[src/rtl/disp_scan_ctrl.sv]
// disp_scan_ctrl: 4-digit multiplexed 7-segment scan controller with blanking gaps and frame-aligned loads
// Optional leading-zero blanking is enabled by defining DISP_LZB_EN.
module disp_scan_ctrl #(
   parameter int REFRESH_DIV  = 100000,
   parameter int BLANK_CYCLES = 1000
) (
   input  logic        clk,
   input  logic        reset,
   input  logic [15:0] value,
   input  logic        load,
   output logic        pending,
   output logic        frame_done,
   output logic [3:0]  an,
   output logic [6:0]  seg
);
   localparam int CW = $clog2(REFRESH_DIV > BLANK_CYCLES ? REFRESH_DIV : BLANK_CYCLES);
   localparam logic [CW-1:0] RLAST = CW'(REFRESH_DIV - 1);
   localparam logic [CW-1:0] BLAST = CW'(BLANK_CYCLES - 1);

   typedef enum logic {BLANK, SHOW} state_t;

   state_t        state_q, state_d;
   logic [1:0]    idx_q, idx_d;
   logic [CW-1:0] cnt_q, cnt_d;
   logic [15:0]   disp_q, disp_d, shadow_q, shadow_d;
   logic          pending_q, pending_d, frame_done_q, frame_done_d;
   logic [3:0]    an_q, an_d, nib;
   logic [6:0]    seg_q, seg_d;
   logic          boundary, lzb, show;

   function automatic logic [6:0] decode(input logic [3:0] n);
      case (n)
         4'd0: return 7'b1000000;
         4'd1: return 7'b1111001;
         4'd2: return 7'b0100100;
         4'd3: return 7'b0110000;
         4'd4: return 7'b0011001;
         4'd5: return 7'b0010010;
         4'd6: return 7'b0000010;
         4'd7: return 7'b1111000;
         4'd8: return 7'b0000000;
         4'd9: return 7'b0010000;
         default: return 7'b0111111;
      endcase
   endfunction

   // Slot sequencing, frame-aligned value update, and pin values derived from the next state
   always_comb begin
      state_d  = state_q;
      idx_d    = idx_q;
      cnt_d    = cnt_q + CW'(1);
      disp_d   = disp_q;
      shadow_d = shadow_q;
      pending_d = pending_q;
      boundary = 1'b0;
      if (state_q == BLANK) begin
         if (cnt_q == BLAST) begin
            cnt_d   = '0;
            state_d = SHOW;
         end
      end else if (cnt_q == RLAST) begin
         cnt_d    = '0;
         state_d  = BLANK;
         idx_d    = idx_q + 2'd1;
         boundary = (idx_q == 2'd3);
      end
      if (boundary && pending_q) begin
         disp_d    = shadow_q;
         pending_d = 1'b0;
      end
      if (load) begin
         shadow_d = value;
         if (frame_done_q) disp_d = value;
         else pending_d = 1'b1;
      end
      nib = disp_d[{idx_d, 2'b00} +: 4];
`ifdef DISP_LZB_EN
      lzb = (idx_d != 2'd0) && ((disp_d >> {idx_d, 2'b00}) == 16'h0);
`else
      lzb = 1'b0;
`endif
      show         = (state_d == SHOW) && !lzb;
      an_d         = show ? ~(4'b0001 << idx_d) : 4'b1111;
      seg_d        = show ? decode(nib) : 7'b1111111;
      frame_done_d = boundary;
   end

   // State and registered outputs
   always_ff @(posedge clk) begin
      if (reset) begin
         state_q      <= BLANK;
         idx_q        <= '0;
         cnt_q        <= '0;
         disp_q       <= '0;
         shadow_q     <= '0;
         pending_q    <= 1'b0;
         frame_done_q <= 1'b0;
         an_q         <= 4'b1111;
         seg_q        <= 7'b1111111;
      end else begin
         state_q      <= state_d;
         idx_q        <= idx_d;
         cnt_q        <= cnt_d;
         disp_q       <= disp_d;
         shadow_q     <= shadow_d;
         pending_q    <= pending_d;
         frame_done_q <= frame_done_d;
         an_q         <= an_d;
         seg_q        <= seg_d;
      end
   end

   assign pending    = pending_q;
   assign frame_done = frame_done_q;
   assign an         = an_q;
   assign seg        = seg_q;
endmodule
[config.mk]
export PLATFORM = sky130hd
export DESIGN_NAME = disp_scan_ctrl
export DESIGN_NICKNAME = d
export VERILOG_FILES = /design/src/rtl/disp_scan_ctrl.sv
export SDC_FILE = /design/constraint.sdc
export NUM_CORES = 1
export LEC_CHECK = 0
export BUFFER_PORTS_ARGS = -buffer_cell sky130_fd_sc_hd__buf_2
export CORE_MARGIN = 2
export CORE_UTILIZATION = 58
export DETAILED_ROUTE_END_ITERATION = 16
export PLACE_DENSITY = 0.79
export SYNTH_ARGS = -nofsm -noshare
export SYNTH_HDL_FRONTEND = slang
export SYNTH_SLANG_ARGS = --single-unit
export TNS_END_PERCENT = 10
[constraint.sdc]
create_clock -name clk -period 4.21 [get_ports clk]
set_input_delay 0.6315 -clock clk [delete_from_list [all_inputs] [get_ports clk]]
set_output_delay 0.6315 -clock clk [all_outputs]
set_load 0.02 [all_outputs]
==> results of run 1 <==
[cell type report]
class                      instances  area share
clock inverter                     2      0.0103
tap                               70      0.0258
sequential                        65       0.384
inverter                           8     0.00885
timing repair buffer              35      0.0546
clock buffer                      14      0.0509
multi-input combinational        245       0.466
[routing by layer]
| metal | share of wire | global-route usage |
|---|---|---|
| met1 | 0.45 | 0.269 |
| met2 | 0.49 | 0.360 |
| met3 | 0.041 | 0.0403 |
| met4 | 0.016 | 0.107 |
| met5 | 0 | 0 |
[flip-flops by register name, indices dropped and copies added (netlist names)]
signal	flops
cnt_q	17
disp_q	16
shadow_q	16
seg	7
an	4
idx_q	2
frame_done	1
pending	1
state_q	1
[worst max-delay path, stage by stage, from the launching register on]
cell and delay (ns):
dfxtp_1 0.37, or4_4 0.56, or3_1 0.63, o21a_1 0.32, or2_0 0.37, mux2_2 0.40, ha_1 0.31, inv_1 0.05
mux2i_1 0.13, o211ai_1 0.09
[logic make-up after synthesis]
logic type      after synthesis  share of synthesized area
compound gates               49                      0.102
xor+xnor                     15                     0.0433
fa+ha+maj                     8                     0.0330
buf+inv                      31                     0.0507
flops                        65                      0.429
mux                          28                     0.0956
simple gates                145                      0.247
[synth_stat cells, types with 2 or more instances]
| cell | instances | share of area |
|---|---|---|
| a21oi_1 | 2 | 0.0033 |
| buf_1 | 2 | 0.0025 |
| xor2_1 | 11 | 0.032 |
| buf_2 | 2 | 0.0033 |
| nand4_1 | 19 | 0.039 |
| o211ai_1 | 4 | 0.0099 |
| and3_1 | 5 | 0.010 |
| nor2_1 | 57 | 0.070 |
| nor2b_1 | 16 | 0.033 |
| mux2i_1 | 25 | 0.082 |
| o21ai_1 | 2 | 0.0033 |
| xnor2_1 | 4 | 0.012 |
| inv_1 | 7 | 0.0087 |
| dfxtp_1 | 65 | 0.43 |
| or3_1 | 2 | 0.0041 |
| nand3_1 | 16 | 0.026 |
| o21ai_0 | 16 | 0.026 |
| a31oi_1 | 17 | 0.035 |
| a22oi_1 | 2 | 0.0049 |
| clkbuf_1 | 15 | 0.019 |
| nand2_1 | 11 | 0.014 |
| ha_1 | 8 | 0.033 |
| buf_6 | 2 | 0.0074 |
| nor3_1 | 4 | 0.0066 |
[worst max path at each step]
stage                     startpoint  endpoint  slack [ns]  cells past startpoint
after floorplan            cnt_q[11]    seg[2]        1.29                     11
after global placement     cnt_q[11]    seg[3]        0.97                      9
after detailed placement   cnt_q[11]    seg[3]        0.87                      9
after CTS                  cnt_q[11]    seg[3]        0.85                      9
after global routing       cnt_q[11]    seg[3]        0.57                     11
final                      cnt_q[11]    seg[3]        0.84                      9
[power groups by stage]
stage / combinational, uW / sequential, uW / clock (uW)
6_report: 43.4 / 634 / 543
3_3_place_gp: 42.8 / 648 / 0
2_1_floorplan: 27.8 / 647 / 0
3_5_place_dp: 43.8 / 648 / 0
5_1_grt: 48.8 / 635 / 578
4_1_cts: 44.0 / 634 / 557
[per-stage QoR]
stage | setup slack [ns] | hold WS (ns) | utilization | power [uW] | std cells
global placement | 0.968 | 0.429 | 0.627 | 691 | 423
CTS | 0.848 | 0.462 | 0.668 | 1240 | 439
finish | 0.840 | 0.453 | 0.668 | 1220 | 439
floorplan | 1.29 | 0.418 | - | 675 | 341
detailed placement | 0.868 | 0.447 | 0.627 | 692 | 423
global route | 0.573 | 0.472 | 0.668 | 1260 | 439
==> qor.yml, run 1 <==
die_area_um2: 5830
drive_above_1_share: 0.163
rsz0062_at_grt: "false"
clkSinkCount: 65
fin_area_um2: 3390
fill_cells: 435
synth_area_um2: 3040
p_leak_uw: 0.00138
antennaDiodeCount: 0
clkPwrFrac: 0.445
fin_skew_ns: 0.00576
cts_max_path_buffers: 2
ys_seq_area_frac: 0.429
avgViaCountPerCell: 5.50
hold_buffers: 0
hp-class: "reg2reg"
switching_share: 0.208
core-area_um2: 5070
crit_path_end_kind: "register"
start_util: 0.598
cts_made_buffers: 9
async_flop_share: 0
crit_arrival_ns: 3.54
synth_warnings: 0
cp_max_fo: 19
postCtsResizedCells: 0
rrSetupSlack_ns: 0.84
place_area_um2: 3180
tns_ns: 0
gp_congestion: 0.792
io_buffer_count: 31
start_kind: "register"
final_common_cell: "dfxtp_1"
ys.flop_type: "dfxtp_1"
grt_max_degree: 39
internal_power_uw: 968
ir_drop_mv: 0.261
wl_um: 5890
syn_inst: 341
setup_viol: 0
maxCapViolCount: 0
insertion_delay_ns: 0.34
worstReg2RegEnd: "seg[3]"
die_x_um: 76.3
drtAntennaViolNets: 0
drc_errors: 0
tightest_slew_ns: 1.08
grt_pass1_vias: 2200
regArea_um2: 1300
hold_path_end: "cnt_q[0]"
num_rows: 26
synth_seq_cells: 65
relSlewSlack: 0.276
postSynthAreaPerCell_um2: 8.90
p_per_area_nw_per_um2: 360
r2r_start: "cnt_q[11]"
globalRouteTotalUtil: 0.216
pwr-share-comb: 0.036
synth_edf_count: 0
status: "finished, final reports clean"
grt-ovfl-total: 0
pwr-share-seq: 0.519
tritoncts: "done"
wire_per_inst_um: 13.4
finalCritPeriodShare: 0.800
path_clk_slew_ns: 0.07
htree_levels: 3
die_h_um: 76.3
cp_data_required_time_ns: 4.39
post_cts_buffers: 0
layout_common_cells: "dfxtp_1, nor2_1, buf_2"
drv_slew: 0
reg2reg_depth: 9
root_buffer: "clkbuf_8"
ios: 32
nets: 391
hold_viol_final: 0
synthesis.nets: 368
hpwlAfterDp_um: 4050
drtIter0Drc: 159
min_period_ns: 3.37
area_delta_synth_final_pct: 11.7
vias: 2413
multi_input_comb_area_um2: 1580
hold_depth: 1
fmax_ghz: 0.297
hp-start: "cnt_q[0]"
grt_pass1_wl_um: 10100
antenna_found_initial: 0
drtPass1Iterations: 4
crit_type: "reg2reg"
netlist-cell-type-count: 51
switchingPower_uw: 253
No activity file was read; power rests on OpenSTA's default activity.
==> run 2, diff against run 1 <==
Settings changed: CORE_UTILIZATION 58 to 52, PLACE_DENSITY 0.79 to 0.75.
Clock period 4.21 ns to 2.7 ns, I/O delays scaled along.
==> qor.yml, run 2 (same netlist as run 1, synthesis figures left out) <==
root_buffer: "clkbuf_8"
setup_viol: 7  # +7
fin_skew_ns: 0.00859  # +0.00283 ns
grt_pass1_wl_um: 12300  # +21%
largest_reg_flops: 17  # unchanged
antenna_found_initial: 0  # unchanged
die_h_um: 80.4  # +5.3%
final_common_cell: "dfxtp_1"
top_register: "cnt_q"
hp-class: "in2reg"
place_area_um2: 3430  # +7.8%
relSlewSlack: 0.542  # +0.266
maxCapViolCount: 0  # unchanged
vias: 2729  # +13%
wl_um: 7740  # +31%
route.met2.wl_um: 3730  # +30%
fill_cells: 402  # -7.6%
start_util: 0.545  # -0.0536
start_kind: "register"
p_per_area_nw_per_um2: 465  # +29%
crit_type: "reg2reg"
ir_drop_mv: 0.281  # +7.4%
antennaDiodeCount: 0  # unchanged
drc_errors: 0  # unchanged
grt_max_degree: 39  # unchanged
num_rows: 27  # +3.8%
grt_pass1_vias: 2623  # +19%
fmax_ghz: 0.350  # +18%
violations: "setup timing"
nets: 428  # +9.5%
drtPass1Iterations: 5  # +1
reg2reg_depth: 12  # +3
globalRouteTotalUtil: 0.245  # +0.0291
cts_max_path_buffers: 2  # unchanged
layout.cells.non_filler: 478  # +8.9%
io_buffer_count: 31  # unchanged
top_layer_used: "met4"
p_leak_uw: 0.00159  # +15%
hold_depth: 3  # +2
crit_path_end_kind: "register"
tns_ns: -0.844  # -0.844 ns
wl_met3_um: 420  # +74%
cp_data_required_time_ns: 2.92  # -1.47 ns
tightest_slew_ns: 0.687  # -0.391 ns
setup_ws_ns: -0.159  # -0.999 ns
drv_slew: 0  # unchanged
insertion_delay_ns: 0.35  # about the same
fin_area_um2: 3940  # +16%
wire_per_inst_um: 16.2  # +21%
die_area_um2: 6460  # +11%
cts_made_buffers: 9  # unchanged
hold_buffers: 0  # unchanged
area_delta_synth_final_pct: 29.8
die_x_um: 80.4  # +5.3%
wl_met1_um: 3400  # +27%
rsz0062_at_grt: "true"
hpwlAfterDp_um: 4810  # +19%
drtIter0Drc: 173  # +8.8%
status: "complete, but fails checks"
gp_congestion: 0.885  # +12%
clkSinkCount: 65  # unchanged
drtAntennaViolNets: 0  # unchanged
path_clk_slew_ns: 0.08  # about the same
htree_levels: 3  # unchanged
layout_common_cells: "dfxtp_1, nor2_1, buf_4"
crit_arrival_ns: 3.08  # -0.46 ns
min_period_ns: 2.86  # -0.511 ns
grt-ovfl-total: 0  # unchanged
tritoncts: "done"
cp_max_fo: 8  # -11
drive_above_1_share: 0.337  # +0.175
finalCritPeriodShare: 1.06  # +0.258
avgViaCountPerCell: 5.71  # +3.9%
core-area_um2: 5570  # +9.8%
ios: 32  # unchanged
dp.cells: 455  # +7.6%
hold_viol_final: 0  # unchanged
reg_top3: "cnt_q x17, disp_q x16, shadow_q x16"
-- run 2: what timing repair did --
action | CTS | global route
buffers inserted | 4 | 3
setup endpoints to repair | 7 | 7
pin swaps | 8 | 19
gates resized for setup | 23 | 43
-- run 2: layer usage --
layer  global-route usage  vias to the layer above
li1                     -                     1315
met1                0.316                     1291
met2                0.388                      103
met3               0.0494                       20
met4                0.127                        0
met5                    0                        -
-- run 2: final timing paths --
path,startpoint,end,slack [ns]
max,cnt_q[6],seg[3],-0.16
min,value[9],shadow_q[9],0.30
min reg2reg,cnt_q[0],cnt_q[0],0.45
max reg2reg,cnt_q[6],seg[3],-0.16
-- run 2: report_power, final --
group          switching [uW]  internal, uW
sequential               11.0           977
combinational            41.7          32.8
clock                     390           378
total                     443          1390
-- run 2: critical path, cell delays in order, from the launching register on --
cell      delay (ns)
dfxtp_2         0.32
or4bb_4         0.53
or3_4           0.44
o21ai_4         0.19
and2_4          0.21
buf_6           0.16
nand3_1         0.13
nand3_2         0.13
inv_2           0.07
ha_4            0.26
inv_1           0.04
mux2i_1         0.15
o211ai_1        0.10
-- run 2: cell type report --
type                            instances  area, um2  share of cell area
Multi-Input combinational cell        245       1840               0.467
Clock inverter                          5       30.0             0.00762
Sequential cell                        65       1310               0.331
Timing Repair Buffer                   72        489               0.124
Clock buffer                           11        151              0.0384
Tap cell                               72       90.1              0.0229
Inverter                                8       32.5             0.00826
-- run 2: stage by stage --
stage | util | hold WS, ns | worst slack (ns) | power (uW)
global placement | 0.616 | 0.430 | -0.187 | 1080
global route | 0.707 | 0.330 | -0.317 | 1880
CTS | 0.664 | 0.301 | -0.112 | 1830
finish | 0.707 | 0.302 | -0.159 | 1830
floorplan | - | 0.418 | -0.149 | 1050
detailed placement | 0.616 | 0.451 | -0.278 | 1080
==> run 3, diff against run 2 <==
Settings changed: CORE_UTILIZATION 52 to 55, CTS_BUF_LIST set to sky130_fd_sc_hd__clkbuf_4 sky130_fd_sc_hd__clkbuf_8 sky130_fd_sc_hd__clkbuf_16.
Clock period 2.7 ns to 3.1 ns, I/O delays scaled along.
==> qor.yml, run 3 (same netlist as run 1, synthesis figures left out) <==
globalRouteTotalUtil: 0.210  # -0.0357
total_power_uw: 1650  # -10%
top_register: "cnt_q"
antenna_found_initial: 0  # unchanged
antennaDiodeCount: 0  # unchanged
critPathLaunch: "cnt_q[13]"
worstReg2RegEnd: "seg[2]"
status: "finished, final reports clean"
drtAntennaViolNets: 0  # unchanged
cts_max_path_buffers: 2  # unchanged
drtPass1Iterations: 5  # unchanged
layout_common_cells: "dfxtp_1, nor2_1, buf_2"
cp_data_required_time_ns: 3.34  # +0.42 ns
die_h_um: 78.3  # -2.6%
hold_depth: 3  # unchanged
drtIter0Drc: 123  # -29%
hold_path_end: "shadow_q[14]"
fin_skew_ns: 0.00645  # -0.00214 ns
wl_um: 6190  # -20%
insertion_delay_ns: 0.34  # about the same
crit_path_end_kind: "register"
nets: 405  # -5.4%
final_common_cell: "dfxtp_1"
reg_top3: "cnt_q x17, disp_q x16, shadow_q x16"
grt_pass1_vias: 2203  # -16%
r2r_start: "cnt_q[13]"
grt-ovfl-total: 0  # unchanged
largest_reg_flops: 17  # unchanged
crit_arrival_ns: 3.17  # +0.09 ns
dp.cells: 438  # -3.7%
rsz0062_at_grt: "false"
io_buffer_count: 31  # unchanged
gp_congestion: 0.872  # -1.4%
tns_ns: 0  # +0.844 ns
finalCritPeriodShare: 0.945  # -0.114
start_kind: "register"
reg2reg_depth: 10  # -2
hp-class: "in2reg"
ios: 32  # unchanged
die_area_um2: 6130  # -5.2%
hold_viol_final: 0  # unchanged
hold_buffers: 0  # unchanged
rrSetupSlack_ns: 0.17  # +0.33 ns
fin_area_um2: 3520  # -11%
area_delta_synth_final_pct: 15.9
setup_viol: 0  # -7
drive_above_1_share: 0.206  # -0.131
maxCapViolCount: 0  # unchanged
grt_pass1_wl_um: 10000  # -19%
fmax_ghz: 0.341  # -2.4%
num_rows: 27  # unchanged
path_clk_slew_ns: 0.07  # about the same
tightest_slew_ns: 0.693  # +0.00608 ns
ir_drop_mv: 0.445  # +59%
drc_errors: 0  # unchanged
hp-start: "value[14]"
grt_max_degree: 39  # unchanged
vias: 2461  # -9.8%
avgViaCountPerCell: 5.41  # -5.3%
place_area_um2: 3300  # -4.0%
crit_type: "reg2reg"
core-area_um2: 5410  # -3.0%
relSlewSlack: 0.538  # -0.00405
clkSinkCount: 65  # unchanged
p_per_area_nw_per_um2: 468  # +0.71%
hpwlAfterDp_um: 4300  # -11%
drv_slew: 0  # unchanged
start_util: 0.562  # +0.0170
min_period_ns: 2.93  # +0.0698 ns
wire_per_inst_um: 13.6  # -16%
htree_levels: 3  # unchanged
hold-worst-slack_ns: 0.371  # +0.0694 ns
p_leak_uw: 0.00146  # -8.0%
tritoncts: "done"
cp_max_fo: 13  # +5
root_buffer: "clkbuf_8"
die_x_um: 78.3  # -2.6%
cts_made_buffers: 9  # unchanged
layout.cells.non_filler: 455  # -4.8%
fill_cells: 466  # +16%
run 3: repair_timing:
| action | in CTS | in global routing |
|---|---|---|
| gates resized for setup | 0 | 3 |
| setup buffers | 0 | 1 |
| setup endpoints to repair | 0 | 7 |
run 3: per-layer routing:
metal	routed length, um	share of wire	vias up	GRT usage
li1	-	-	1269	-
met1	2860	0.46	1133	0.260
met2	2970	0.48	44	0.340
met3	259	0.042	15	0.0667
met4	100	0.016	0	0.0825
met5	0	0	-	0
run 3: report_power, final:
group / internal (uW) / switching (uW)
Clock: 418 / 307
Sequential: 852 / 9.95
Combinational: 26.7 / 33.5
run 3: final cells by class:
cell class                      count  area (um2)  area share
Sequential cell                    65        1300       0.370
Clock inverter                      3        40.0      0.0114
Multi-Input combinational cell    245        1590       0.453
Tap cell                           72        90.1      0.0256
Inverter                            8        30.0     0.00854
Clock buffer                       13         160      0.0455
Timing Repair Buffer               49         303      0.0861
run 3: worst max-delay path, stage by stage (launching register included):
cell      delay [ns]
dfxtp_1         0.35
or4_4           0.50
or3_4           0.47
o21ai_4         0.19
and2_4          0.26
mux2i_1         0.10
mux2_2          0.33
inv_2           0.11
ha_1            0.17
inv_1           0.04
o311ai_0        0.29
run 3: per-stage QoR:
step            util  setup slack (ns)
6_report       0.651             0.172
5_1_grt        0.651           0.00600
4_1_cts        0.647            0.0619
3_5_place_dp   0.610            0.0763
3_3_place_gp   0.610             0.144
2_1_floorplan      -             0.178
run 3: worst max-delay path by stage:
| stage | end | slack (ns) | cells after the start |
|---|---|---|---|
| global placement | seg[2] | 0.14 | 9 |
| floorplan | seg[2] | 0.18 | 11 |
| CTS | seg[2] | 0.06 | 10 |
| detailed placement | seg[2] | 0.08 | 10 |
| global route | seg[2] | 0.006 | 11 |
| finish | seg[2] | 0.17 | 10 |
